File: config.mk
export PLATFORM = sky130hd
export DESIGN_NAME = tcm_arb
export DESIGN_NICKNAME = d
export VERILOG_FILES = /design/src/rtl/tcm_arb.sv
export SDC_FILE = /design/constraint.sdc
export NUM_CORES = 1
export LEC_CHECK = 0
export BUFFER_PORTS_ARGS = -buffer_cell sky130_fd_sc_hd__buf_2
export CAP_MARGIN = 20
export CORE_AREA = 2 2 327 329
export CTS_CLUSTER_SIZE = 12
export DETAILED_ROUTE_END_ITERATION = 8
export DIE_AREA = 0 0 329 331
export PLACE_DENSITY_LB_ADDON = 0.3
export SLEW_MARGIN = 20
export SYNTH_ARGS = -nofsm -noshare
export SYNTH_HDL_FRONTEND = slang
export SYNTH_SLANG_ARGS = --single-unit
File: constraint.sdc
create_clock -name clk -period 2.5 [get_ports clk]
set_clock_uncertainty 0.1 [all_clocks]
set_input_delay 0.25 -clock clk [delete_from_list [all_inputs] [get_ports clk]]
set_output_delay 0.25 -clock clk [all_outputs]
set_load 0.01 [all_outputs]
File: src/rtl/tcm_arb.sv
// Three-master arbiter (mp read/write, lpc read, sdhci write) onto one TCM request port.
// Fixed priority a > b > c by default; define TCM_ARB_RR_EN for round-robin arbitration.
module tcm_arb #(
    parameter int AW = 16,
    parameter int DW = 128
) (
    input  logic          clk,
    input  logic          rst,
    // port a: mp, read and write
    input  logic          a_read_request,
    input  logic          a_write_request,
    input  logic [AW-1:0] a_addr,
    input  logic [DW-1:0] a_write_data,
    output logic          a_request_finish,
    output logic [DW-1:0] a_read_data,
    // port b: lpc, read only
    input  logic          b_read_request,
    input  logic [AW-1:0] b_addr,
    output logic          b_request_finish,
    output logic [DW-1:0] b_read_data,
    // port c: sdhci, write only
    input  logic          c_write_request,
    input  logic [AW-1:0] c_addr,
    input  logic [DW-1:0] c_write_data,
    output logic          c_request_finish,
    // TCM master port
    output logic          m_read_request,
    output logic          m_write_request,
    output logic [AW-1:0] m_addr,
    output logic [DW-1:0] m_write_data,
    input  logic          m_request_finish,
    input  logic [DW-1:0] m_read_data,
    // status
    output logic [1:0]    grant,
    output logic          busy
);

    typedef enum logic [1:0] {
        IDLE    = 2'd0,
        BUSY    = 2'd1,
        RELEASE = 2'd2
    } state_t;

    localparam logic [1:0] GNT_NONE = 2'd0;
    localparam logic [1:0] GNT_A    = 2'd1;
    localparam logic [1:0] GNT_B    = 2'd2;
    localparam logic [1:0] GNT_C    = 2'd3;

    state_t     state;
    state_t     state_next;
    logic [1:0] grant_q;
    logic [1:0] winner;
    logic [2:0] req_vec;
    logic       txn_done;

    assign req_vec  = {c_write_request, b_read_request, a_read_request | a_write_request};
    assign txn_done = (state == BUSY) && m_request_finish;

`ifdef TCM_ARB_RR_EN
    // rr_ptr holds the port index (0 a, 1 b, 2 c) where the next search begins.
    logic [1:0] rr_ptr;

    always_comb begin
        winner = GNT_NONE;
        // Walk from the farthest offset down so the nearest pending port wins.
        for (int k = 2; k >= 0; k--) begin
            if (req_vec[(int'(rr_ptr) + k) % 3]) begin
                winner = 2'(((int'(rr_ptr) + k) % 3) + 1);
            end
        end
    end

    always_ff @(posedge clk) begin
        if (rst) begin
            rr_ptr <= 2'd0;
        end else if (txn_done) begin
            rr_ptr <= (grant_q == GNT_C) ? 2'd0 : grant_q;
        end
    end
`else
    always_comb begin
        // NOTE: every path assigns winner first, so no latch is inferred.
        winner = GNT_NONE;
        if (req_vec[0]) begin
            winner = GNT_A;
        end else if (req_vec[1]) begin
            winner = GNT_B;
        end else if (req_vec[2]) begin
            winner = GNT_C;
        end
    end
`endif

    always_ff @(posedge clk) begin
        // NOTE: sequential state uses non-blocking assignments so every register samples pre-edge values.
        if (rst) begin
            state <= IDLE;
        end else begin
            state <= state_next;
        end
    end

    always_comb begin
        state_next = state;
        case (state)
            IDLE:    if (winner != GNT_NONE) state_next = BUSY;
            BUSY:    if (m_request_finish) state_next = RELEASE;
            RELEASE: state_next = IDLE;
            default: state_next = IDLE;
        endcase
    end

    // The granted request is captured once; a master dropping its request mid-transaction
    // therefore cannot cancel what the TCM already sees.
    always_ff @(posedge clk) begin
        if (rst) begin
            grant_q         <= GNT_NONE;
            m_read_request  <= 1'b0;
            m_write_request <= 1'b0;
            m_addr          <= '0;
            m_write_data    <= '0;
        end else if (state == IDLE && winner != GNT_NONE) begin
            grant_q <= winner;
            case (winner)
                GNT_A: begin
                    m_read_request  <= ~a_write_request;
                    m_write_request <= a_write_request;
                    m_addr          <= a_addr;
                    m_write_data    <= a_write_request ? a_write_data : '0;
                end
                GNT_B: begin
                    m_read_request  <= 1'b1;
                    m_write_request <= 1'b0;
                    m_addr          <= b_addr;
                    m_write_data    <= '0;
                end
                default: begin
                    m_read_request  <= 1'b0;
                    m_write_request <= 1'b1;
                    m_addr          <= c_addr;
                    m_write_data    <= c_write_data;
                end
            endcase
        end else if (txn_done) begin
            grant_q         <= GNT_NONE;
            m_read_request  <= 1'b0;
            m_write_request <= 1'b0;
            m_addr          <= '0;
            m_write_data    <= '0;
        end
    end

    assign grant = grant_q;
    assign busy  = (state != IDLE);

    assign a_request_finish = txn_done && (grant_q == GNT_A);
    assign b_request_finish = txn_done && (grant_q == GNT_B);
    assign c_request_finish = txn_done && (grant_q == GNT_C);

    assign a_read_data = (grant_q == GNT_A) ? m_read_data : '0;
    assign b_read_data = (grant_q == GNT_B) ? m_read_data : '0;

endmodule
==> impl_metrics.py, run 1 <==
metrics = {
    "clock_tree": {
        "clk_latency_ns": 0.48,
        "cts_tree": "yes",
        "postCtsSetupBuffers": 0,
        "clk_path_buf_depth": 2,
        "cts_inserted_buffers": 17,
        "htree_levels": 4,
        "root_buffer": "clkbuf_16",
        "cts_sinks": 150,
        "clk_pin_slew_ns": 0.08,
    },
    "finish": {
        "layout_common_cells": "buf_2, and2_1, dlygate4sd3_1, dfxtp_1, inv_1",
        "areaGrowthSynthToFinish_pct": 107,
        "drive_gt1_share_pct": 48.6,
        "fin_nets": 2531,
        "final_common_cell": "buf_2",
        "design_area_um2": 18300,
    },
    "setup_path": {
        "crit_path_cell_trace": "buf_2 -> nor2_2 -> o21ai_1 -> buf_4 -> ha_4 -> buf_12 -> a221oi_1 -> dlygate4sd3_1 -> o22ai_1 -> dlygate4sd3_1",
        "cpMostUsedCell": "dlygate4sd3_1",
        "worstSetupPathType": "input pin to flop",
        "critPathMaxFanout": 28,
        "worstSetupStartpointType": "input pin",
        "crit_slowest_cell": "dlygate4sd3_1",
        "crit_arrival_ns": 2.67,
        "endpoint_kind": "flop",
        "cpPeakStageDelay_ns": 0.58,
        "critPathRequiredTime_ns": 2.77,
    },
    "route": {
        "ant_nets": 0,
        "drtIter0Drc": 639,
        "first_pass_iters": 5,
        "wl_mm": 81.5,
        "num_vias": 12262,
        "wire_per_inst_um": 23.2,
        "drc": 0,
        "vias_per_cell": 3.50,
    },
    "yosys": {
        "async_flop_share_pct": 0,
        "synth_cell_types": 28,
        "yosysWarnings": 0,
        "synth_ff_type": "dfxtp_1",
        "syn-cell-area_um2": 8840,
        "ys_ff_latch": 150,
        "syn_nets": 1452,
        "yosysTopAreaCell": "dfxtp_1",
        "synth.area.top_cells": "dfxtp_1, and2_1, o32ai_2",
        "avgSynthCellArea_um2": 8.77,
        "synth_edf_count": 0,
        "syn_inst": 1008,
        "yosysSeqAreaShare_pct": 34.0,
        "synth_top_area_share_pct": 34.0,
    },
    "grt": {
        "grt.overflow.total": 0,
        "antenna_found_initial": 70,
        "grt_pass1_wl_mm": 104,
        "grt_max_degree": 87,
        "track_usage_pct": 14.2,
        "first_global_vias": 11890,
    },
    "floorplanning": {
        "start_util_pct": 8.42,
        "core_um2": 105000,
        "die_x_um": 329,
        "io_pins": 847,
        "dieArea_um2": 109000,
        "rows": 119,
        "fp.dieH_um": 331,
    },
    "status": {
        "status": "complete, no violations",
    },
    "placement": {
        "placed_area_um2": 15100,
        "gp_congestion": 0.870,
        "dp_hpwl_mm": 68.6,
        "numPortBuffers": 846,
    },
    "sta": {
        "relSlewSlack_pct": 55.4,
        "finalSetupViolations": 0,
        "fin_crit_sh_pct": 96.0,
        "rsz0062_at_grt": "no",
        "timing.hold.ws_ns": 0.0436,
        "slew_violations": 0,
        "timing.setup.tns_ns": 0,
        "worstMarginPinSlew_ns": 0.669,
        "max_freq_mhz": 417,
        "post-route-min-period_ns": 2.40,
        "hold_violations": 0,
    },
    "hold_path": {
        "min_path_type": "input pin to flop",
    },
    "power": {
        "p_leak_nw": 8.41,
        "peakVddDrop_mv": 0.290,
        "powerDensity_nw_per_um2": 472,
    },
    "flow_run": {
        "drv_cap": 0,
    },
}
-- cell usage after synthesis (11+ instances only) --
cell type  instances
and2_1           256
dfxtp_1          150
inv_1            134
a22oi_1          127
clkbuf_1          82
o32ai_1           71
o32ai_2           60
buf_2             19
nand2b_1          18
o21ai_0           18
a221oi_1          16
o22ai_1           16
buf_6             11
-- routing by layer --
metal | vias up | GRT usage [%] | routed length (um)
li1 | 5760 | - | -
met1 | 5693 | 17.6 | 34200
met2 | 669 | 23.1 | 37500
met3 | 122 | 5.46 | 8070
met4 | 18 | 3.38 | 1590
met5 | - | 0 | 102
-- worst max-delay path: cells and delay by family --
| kind | cells | cell delay [ns] |
|---|---|---|
| AO/OA/AOI/OAI | 3 | 0.40 |
| adder cells (fa/ha/maj) | 1 | 0.28 |
| buffers and inverters | 5 | 1.61 |
| AND/OR/NAND/NOR | 1 | 0.10 |
-- stage by stage --
step	utilization [%]	power, mW	cells	setup slack (ns)
final	17.4	8.62	3505	0.0997
after global routing	17.4	9.16	3493	0.0213
after global placement	14.4	5.61	3204	0.0283
after detailed placement	14.4	5.59	3204	0.0402
after floorplan	-	3.99	1008	0.427
after CTS	17.4	8.86	3491	0.0856
-- where the power goes --
| group | switching (mW) | internal, mW |
|---|---|---|
| Sequential | 0.108 | 2.59 |
| Clock | 1.32 | 1.33 |
| Combinational | 1.72 | 1.55 |
| Total | 3.15 | 5.47 |
-- final timing paths --
path                     startpoint                 to  slack [ns]  cells after the start
setup / recovery    a_write_request         m_addr[14]         0.1                     10
hold / removal    c_write_data[107]  m_write_data[107]        0.04                      3
setup reg to reg           state[0]          m_addr[2]        0.35                      5
hold reg to reg   m_write_data[122]  m_write_data[122]        0.37                      2
-- flip-flops by register name, indices dropped and copies added (netlist names) --
register         count
m_write_data       128
grant                2
m_addr              16
m_read_request       1
state                2
m_write_request      1
-- area by class of cell --
| class | instances | area [um^2] |
|---|---|---|
| Timing Repair Buffer | 1172 | 7540 |
| Tap cell | 1391 | 1740 |
| Clock buffer | 17 | 425 |
| Fill cell | 11973 | 86700 |
| Multi-Input combinational cell | 612 | 4860 |
| Sequential cell | 150 | 3000 |
| Antenna cell | 14 | 35.0 |
| Inverter | 134 | 503 |
| Clock inverter | 15 | 159 |
-- logic make-up after synthesis --
logic type	share of synthesized area, %
compound gates	33.0
flops	34.0
simple gates	20.6
fa+ha+maj	0.708
buf+inv	11.6
mux	0.113
-- timing repair --
action	CTS	global route
endpoints found under the setup margin	43	1
pin swaps	0	0
hold buffers	255	0
endpoints found under the hold margin	135	0
gates cloned	0	0
gates resized for setup	1	2
Power figures use the tool's default switching activity.
==> run 2, diff against run 1 <==
--- a/config.mk
+++ b/config.mk
@@ -7,11 +7,12 @@
 export LEC_CHECK = 0
 export BUFFER_PORTS_ARGS = -buffer_cell sky130_fd_sc_hd__buf_2
 export CAP_MARGIN = 20
-export CORE_AREA = 2 2 327 329
+export CORE_AREA = 2 2 334 336
 export CTS_CLUSTER_SIZE = 12
 export DETAILED_ROUTE_END_ITERATION = 8
-export DIE_AREA = 0 0 329 331
+export DIE_AREA = 0 0 336 338
 export PLACE_DENSITY_LB_ADDON = 0.3
+export RECOVER_POWER = 100
 export SLEW_MARGIN = 20
 export SYNTH_ARGS = -nofsm -noshare
 export SYNTH_HDL_FRONTEND = slang
==> constraint.sdc (replaced) <==
create_clock -name clk -period 2.8 [get_ports clk]
set_clock_uncertainty 0.1 [all_clocks]
set_input_delay 0.28 -clock clk [delete_from_list [all_inputs] [get_ports clk]]
set_output_delay 0.28 -clock clk [all_outputs]
set_load 0.01 [all_outputs]
==> run 2 against run 1 <==
Die area up 4.3%. Critical path depth unchanged. Cell count up 3.1%. Utilization down 1.3 points. Via count up 2.3%. Register-to-register slack worse by 0.04 ns. Critical endpoint is now m_addr[6]. Largest power group unchanged.
==> impl_metrics.py, run 2 (synthesis results as in run 1) <==
metrics = {
    "clock_tree": {
        "cts_inserted_buffers": 17,
        "clk_pin_slew_ns": 0.08,
        "cts_sinks": 150,
        "clk_latency_ns": 0.50,
        "cts_tree": "yes",
        "clk_path_buf_depth": 2,
        "htree_levels": 4,
        "root_buffer": "clkbuf_16",
    },
    "status": {
        "status": "complete, no violations",
    },
    "finish": {
        "largest_reg_flops": 128,
        "layout_common_cells": "buf_2, clkbuf_1, dlygate4sd3_1, and2_1, dfxtp_1",
        "final_common_cell": "buf_2",
        "instances_no_fill": 3615,
        "drive_gt1_share_pct": 29.6,
        "fin_nets": 2522,
        "fillCellCount": 12797,
        "design_area_um2": 17700,
        "largest-register": "m_write_data",
        "post-route-util_pct": 16.1,
        "areaGrowthSynthToFinish_pct": 99.9,
        "largestRegisters": "m_write_data x128, m_addr x16",
    },
    "route": {
        "wire_per_inst_um": 23.3,
        "drc": 0,
        "vias_per_cell": 3.47,
        "wl_mm": 84.1,
        "ant_nets": 0,
        "num_vias": 12544,
        "drtIter0Drc": 718,
        "first_pass_iters": 5,
    },
    "placement": {
        "gp_congestion": 0.880,
        "placed_area_um2": 14900,
        "placed_cells": 3268,
        "dp_hpwl_mm": 70.5,
        "numPortBuffers": 846,
    },
    "power": {
        "peakVddDrop_mv": 0.496,
        "p_leak_nw": 6.82,
        "powerDensity_nw_per_um2": 432,
    },
    "setup_path": {
        "crit_slowest_cell": "dlygate4sd3_1",
        "crit_path_cell_trace": "buf_2 -> o21ai_1 -> buf_4 -> inv_1 -> ha_1 -> buf_12 -> a221oi_1 -> dlygate4sd3_1 -> o22ai_1 -> dlygate4sd3_1",
        "cpMostUsedCell": "dlygate4sd3_1",
        "worstSetupStartpointType": "input pin",
        "cp.buffers_inverters": 6,
        "worstSetupPathType": "input pin to flop",
        "crit_arrival_ns": 3.00,
        "path_delay_family": "buffers and inverters",
        "endpoint_kind": "flop",
        "cpPeakStageDelay_ns": 0.61,
        "critPathRequiredTime_ns": 3.10,
        "critPathMaxFanout": 11,
    },
    "grt": {
        "grt.overflow.total": 0,
        "grt_pass1_wl_mm": 106,
        "track_usage_pct": 14.0,
        "antenna_found_initial": 94,
        "grt_max_degree": 129,
        "first_global_vias": 12003,
    },
    "sta": {
        "hold_violations": 0,
        "fin_crit_sh_pct": 96.4,
        "max_freq_mhz": 371,
        "post-route-min-period_ns": 2.70,
        "rsz0062_at_grt": "no",
        "finalSetupViolations": 0,
        "timing.setup.tns_ns": 0,
        "timing.hold.ws_ns": 0.0439,
        "worstMarginPinSlew_ns": 0.894,
        "slew_violations": 0,
        "relSlewSlack_pct": 40.4,
    },
    "floorplanning": {
        "fp.dieH_um": 338,
        "die_x_um": 336,
        "rows": 122,
        "io_pins": 847,
        "start_util_pct": 8.03,
        "dieArea_um2": 114000,
        "core_um2": 110000,
    },
    "flow_run": {
        "drv_cap": 0,
    },
    "hold_path": {
        "min_path_type": "input pin to flop",
    },
}
[run 2: layout make-up]
class / instances / area, um^2 / share of cell area [%]
inverters: 134 / 503 / 2.85
well taps: 1488 / 1860 / 10.5
clock buffers: 19 / 433 / 2.45
diodes: 36 / 90.1 / 0.510
repair buffers: 1163 / 7040 / 39.8
multi-input cells: 612 / 4580 / 25.9
flip-flops and latches: 150 / 3000 / 17.0
clock inverters: 13 / 165 / 0.934
[run 2: metal layers]
metal | share of wire (%) | wire length [um] | global-route usage, % | vias to the layer above
met3 | 8.5 | 7160 | 4.90 | 142
met5 | 0.13 | 109 | 1.32 | -
met4 | 2.9 | 2410 | 4.75 | 20
li1 | - | - | - | 5781
met1 | 43 | 36100 | 17.4 | 5916
met2 | 46 | 38300 | 22.4 | 685
[run 2: stage by stage]
stage | worst slack, ns | power [mW]
finish | 0.101 | 7.64
global route | 0.00173 | 8.07
CTS | 0.0590 | 7.99
detailed placement | 0.117 | 4.88
global placement | 0.0846 | 4.89
floorplan | 0.697 | 3.57
[run 2: final timing paths]
| kind | from | endpoint | slack (ns) | depth (start not counted) |
|---|---|---|---|---|
| worst max register to register | state[0] | m_addr[13] | 0.31 | 6 |
| worst min-delay path | a_write_data[96] | m_write_data[96] | 0.04 | 3 |
| worst min register to register | m_write_data[122] | m_write_data[122] | 0.37 | 2 |
| worst max-delay path | b_read_request | m_addr[6] | 0.10 | 10 |
[run 2: worst min-delay path: stages]
cell,delay (ns)
buf_2,0.11
a22oi_1,0.08
o32ai_2,0.11
[run 2: power by group]
| group | total, mW | switching (mW) | internal [mW] |
|---|---|---|---|
| combinational | 2.69 | 1.48 | 1.21 |
| clock | 2.53 | 1.19 | 1.34 |
| sequential | 2.41 | 0.0973 | 2.31 |
| total | 7.64 | 2.77 | 4.87 |
[run 2: timing repair]
action / 4_1_cts / 5_1_grt
endpoints found under the setup margin: 0 / 4
hold endpoints to repair: 143 / 0
setup buffers: 0 / 0
resized for setup: 0 / 2
hold buffers: 279 / 0
==> run 3, diff against run 2 <==
--- a/config.mk
+++ b/config.mk
@@ -5,12 +5,14 @@
 export SDC_FILE = /design/constraint.sdc
 export NUM_CORES = 1
 export LEC_CHECK = 0
+export ABC_AREA = 1
 export BUFFER_PORTS_ARGS = -buffer_cell sky130_fd_sc_hd__buf_2
 export CAP_MARGIN = 20
 export CORE_AREA = 2 2 334 336
 export CTS_CLUSTER_SIZE = 12
 export DETAILED_ROUTE_END_ITERATION = 8
 export DIE_AREA = 0 0 336 338
+export HOLD_SLACK_MARGIN = 0.06
 export PLACE_DENSITY_LB_ADDON = 0.3
 export RECOVER_POWER = 100
 export SLEW_MARGIN = 20
==> run 3 against run 2 <==
Critical path depth increased by 4. Cell count increased by 16%. Hold slack improved by 0.077 ns. Sequential cell count unchanged. Power increased by 1.2%. Clock power decreased by 5%. Sequential share of layout area decreased by 0.27 points. Synthesized cell count increased by 60%. Area after synthesis increased by 2.9%. Final area increased by 1.6%. Via count increased by 16%. Critical path type unchanged. Largest cell class unchanged.
==> impl_metrics.py, run 3 <==
metrics = {
    "yosys": {
        "synth_edf_count": 0,
        "async_flop_share_pct": 0,
        "synth.area.top_cells": "dfxtp_1, nand2_1, nor2_1",
        "yosysTopAreaCell": "dfxtp_1",
        "syn_nets": 2057,
        "yosysWarnings": 0,
        "synth_cell_types": 19,
        "ys_ff_latch": 150,
        "synth_ff_type": "dfxtp_1",
        "syn_inst": 1613,
        "syn-cell-area_um2": 9100,
        "avgSynthCellArea_um2": 5.64,
        "ys_top_cells_by_count": "nand2_1, nor2_1, nand3_1",
        "synth_top_area_share_pct": 33.0,
        "yosysSeqAreaShare_pct": 33.0,
        "synth_most_common_cell": "nand2_1",
    },
    "floorplanning": {
        "core_um2": 110000,
        "start_util_pct": 8.27,
        "die_x_um": 336,
        "io_pins": 847,
        "fp.dieH_um": 338,
        "rows": 122,
        "dieArea_um2": 114000,
    },
    "finish": {
        "final_common_cell": "nand2_1",
        "drive_gt1_share_pct": 20.8,
        "largest-register": "m_write_data",
        "largest_reg_flops": 128,
        "fin_nets": 3119,
        "layout_common_cells": "nand2_1, buf_2, clkbuf_1, nor2_1, dlygate4sd3_1",
        "areaGrowthSynthToFinish_pct": 97.3,
        "largestRegisters": "m_write_data x128, m_addr x16",
        "instances_no_fill": 4195,
    },
    "route": {
        "drc": 0,
        "wl_mm": 85.4,
        "num_vias": 14558,
        "ant_nets": 0,
        "drtIter0Drc": 638,
        "wire_per_inst_um": 20.3,
        "vias_per_cell": 3.47,
        "first_pass_iters": 5,
    },
    "status": {
        "status": "complete, no violations",
    },
    "setup_path": {
        "crit_path_cell_trace": "buf_2 -> nor2_1 -> clkbuf_4 -> o21a_1 -> inv_1 -> ha_4 -> nor2_4 -> buf_12 -> buf_12 -> nand2_1 -> nand2_1 -> dlygate4sd3_1 -> nand2_1 -> a21oi_1",
        "crit_arrival_ns": 2.95,
        "endpoint_kind": "flop",
        "reg2reg_setup_slack_ns": 0.32,
        "cpPeakStageDelay_ns": 0.56,
        "path_delay_family": "buffers and inverters",
        "critPathMaxFanout": 28,
        "critPathRequiredTime_ns": 3.11,
        "cpMostUsedCell": "nand2_1",
        "worstSetupStartpointType": "input pin",
        "crit_slowest_cell": "dlygate4sd3_1",
        "worstSetupPathType": "input pin to flop",
        "cp.buffers_inverters": 6,
    },
    "grt": {
        "grt_busiest_layer": "met2",
        "use_met3_pct": 3.55,
        "grt_max_degree": 75,
        "grt.overflow.total": 0,
        "grtUsageMet2_pct": 28.6,
        "grt_pass1_wl_mm": 110,
        "first_global_vias": 13700,
        "antenna_found_initial": 97,
        "met1_usage_pct": 13.6,
        "track_usage_pct": 14.2,
    },
    "clock_tree": {
        "postCtsSetupBuffers": 0,
        "clk_path_buf_depth": 2,
        "cts_resized": 0,
        "root_buffer": "clkbuf_16",
        "clk_latency_ns": 0.47,
        "clk_pin_slew_ns": 0.07,
        "cts_sinks": 150,
        "htree_levels": 4,
        "cts_inserted_buffers": 17,
        "cts_tree": "yes",
    },
    "sta": {
        "max_freq_mhz": 380,
        "relSlewSlack_pct": 27.6,
        "slew_violations": 0,
        "timing.setup.tns_ns": 0,
        "post-route-min-period_ns": 2.63,
        "fin_crit_sh_pct": 94.0,
        "worstMarginPinSlew_ns": 1.09,
        "hold_violations": 0,
        "rsz0062_at_grt": "no",
        "finalSetupViolations": 0,
    },
    "power": {
        "powerDensity_nw_per_um2": 430,
        "peakVddDrop_mv": 0.441,
        "p_leak_nw": 8.54,
    },
    "hold_path": {
        "min_path_type": "input pin to flop",
    },
    "placement": {
        "gp_congestion": 0.839,
        "dp_hpwl_mm": 71.6,
        "numPortBuffers": 846,
        "placed_cells": 3885,
    },
    "flow_run": {
        "drv_cap": 0,
    },
}
run 3: changes by cell type after synthesis, sizes merged, moves of 127 or more:
cell,previous run,this run
a22oi,127,0
nand2,3,576
and2,256,0
nand3,0,165
a21oi,2,148
nor2,5,296
o32ai,131,0
run 3: metrics by stage:
stage | utilization [%] | power [mW] | setup slack, ns | hold WS, ns | area [um^2]
finish | 16.3 | 7.73 | 0.168 | 0.121 | 18000
global route | 16.3 | 8.26 | 0.0403 | 0.120 | 17900
CTS | 16.8 | 8.09 | 0.266 | 0.0605 | 18500
detailed placement | 14.0 | 5.13 | 0.236 | 0.370 | 15400
global placement | 14.0 | 5.14 | 0.287 | 0.368 | 15400
floorplan | - | 3.69 | 0.952 | 0.362 | 9100
run 3: worst paths after layout:
| kind | endpoint | cells past startpoint | start |
|---|---|---|---|
| worst max-delay path | m_write_data[23] | 14 | a_write_request |
| worst min-delay path | m_write_data[61] | 5 | c_write_data[61] |
| worst max register to register | m_write_data[81] | 5 | state[0] |
| worst min register to register | m_write_data[85] | 2 | m_write_data[85] |
run 3: logic make-up (layout without fill, tap and decap cells):
family                   after synthesis  in the layout  share of synthesized area, %
AND/OR/NAND/NOR                     1039           1039                          45.3
buffers and inverters                269           1344                          12.7
AO/OA/AOI/OAI                        150            150                          8.28
flip-flops                           150            150                          33.0
adder cells (fa/ha/maj)                5              5                         0.687
other                                  0             19                             0
run 3: cell type report:
type / count / area [um^2]
fillers: 13105 / 92100
repair buffers: 1170 / 6950
multi-input cells: 1194 / 4990
flip-flops and latches: 150 / 3000
well taps: 1488 / 1860
inverters: 142 / 536
clock buffers: 19 / 433
clock inverters: 13 / 140
diodes: 19 / 47.5
run 3: worst reg2reg max path: cells and delay by family (launching register included):
| kind | cells | cell delay [ns] |
|---|---|---|
| compound gates | 1 | 0.08 |
| simple gates | 2 | 0.76 |
| flops | 1 | 0.39 |
| buf+inv | 2 | 0.99 |
run 3: metal layers:
layer	up-vias	part of all wire, %	wire length [um]
li1	7065	-	-
met1	6596	34	29100
met2	686	55	46600
met3	201	6.8	5760
met4	10	4.5	3840
met5	-	0.077	66
run 3: power breakdown:
group / switching, mW / leakage [nW] / internal [mW]
Sequential: 0.0992 / 1.23 / 2.32
Combinational: 1.72 / 7.03 / 1.18
Clock: 1.16 / 0.279 / 1.25
run 3: repair_timing:
item | in CTS | in global routing
setup endpoints to repair | 0 | 0
endpoints found under the hold margin | 139 | 0
hold buffers | 259 | 0
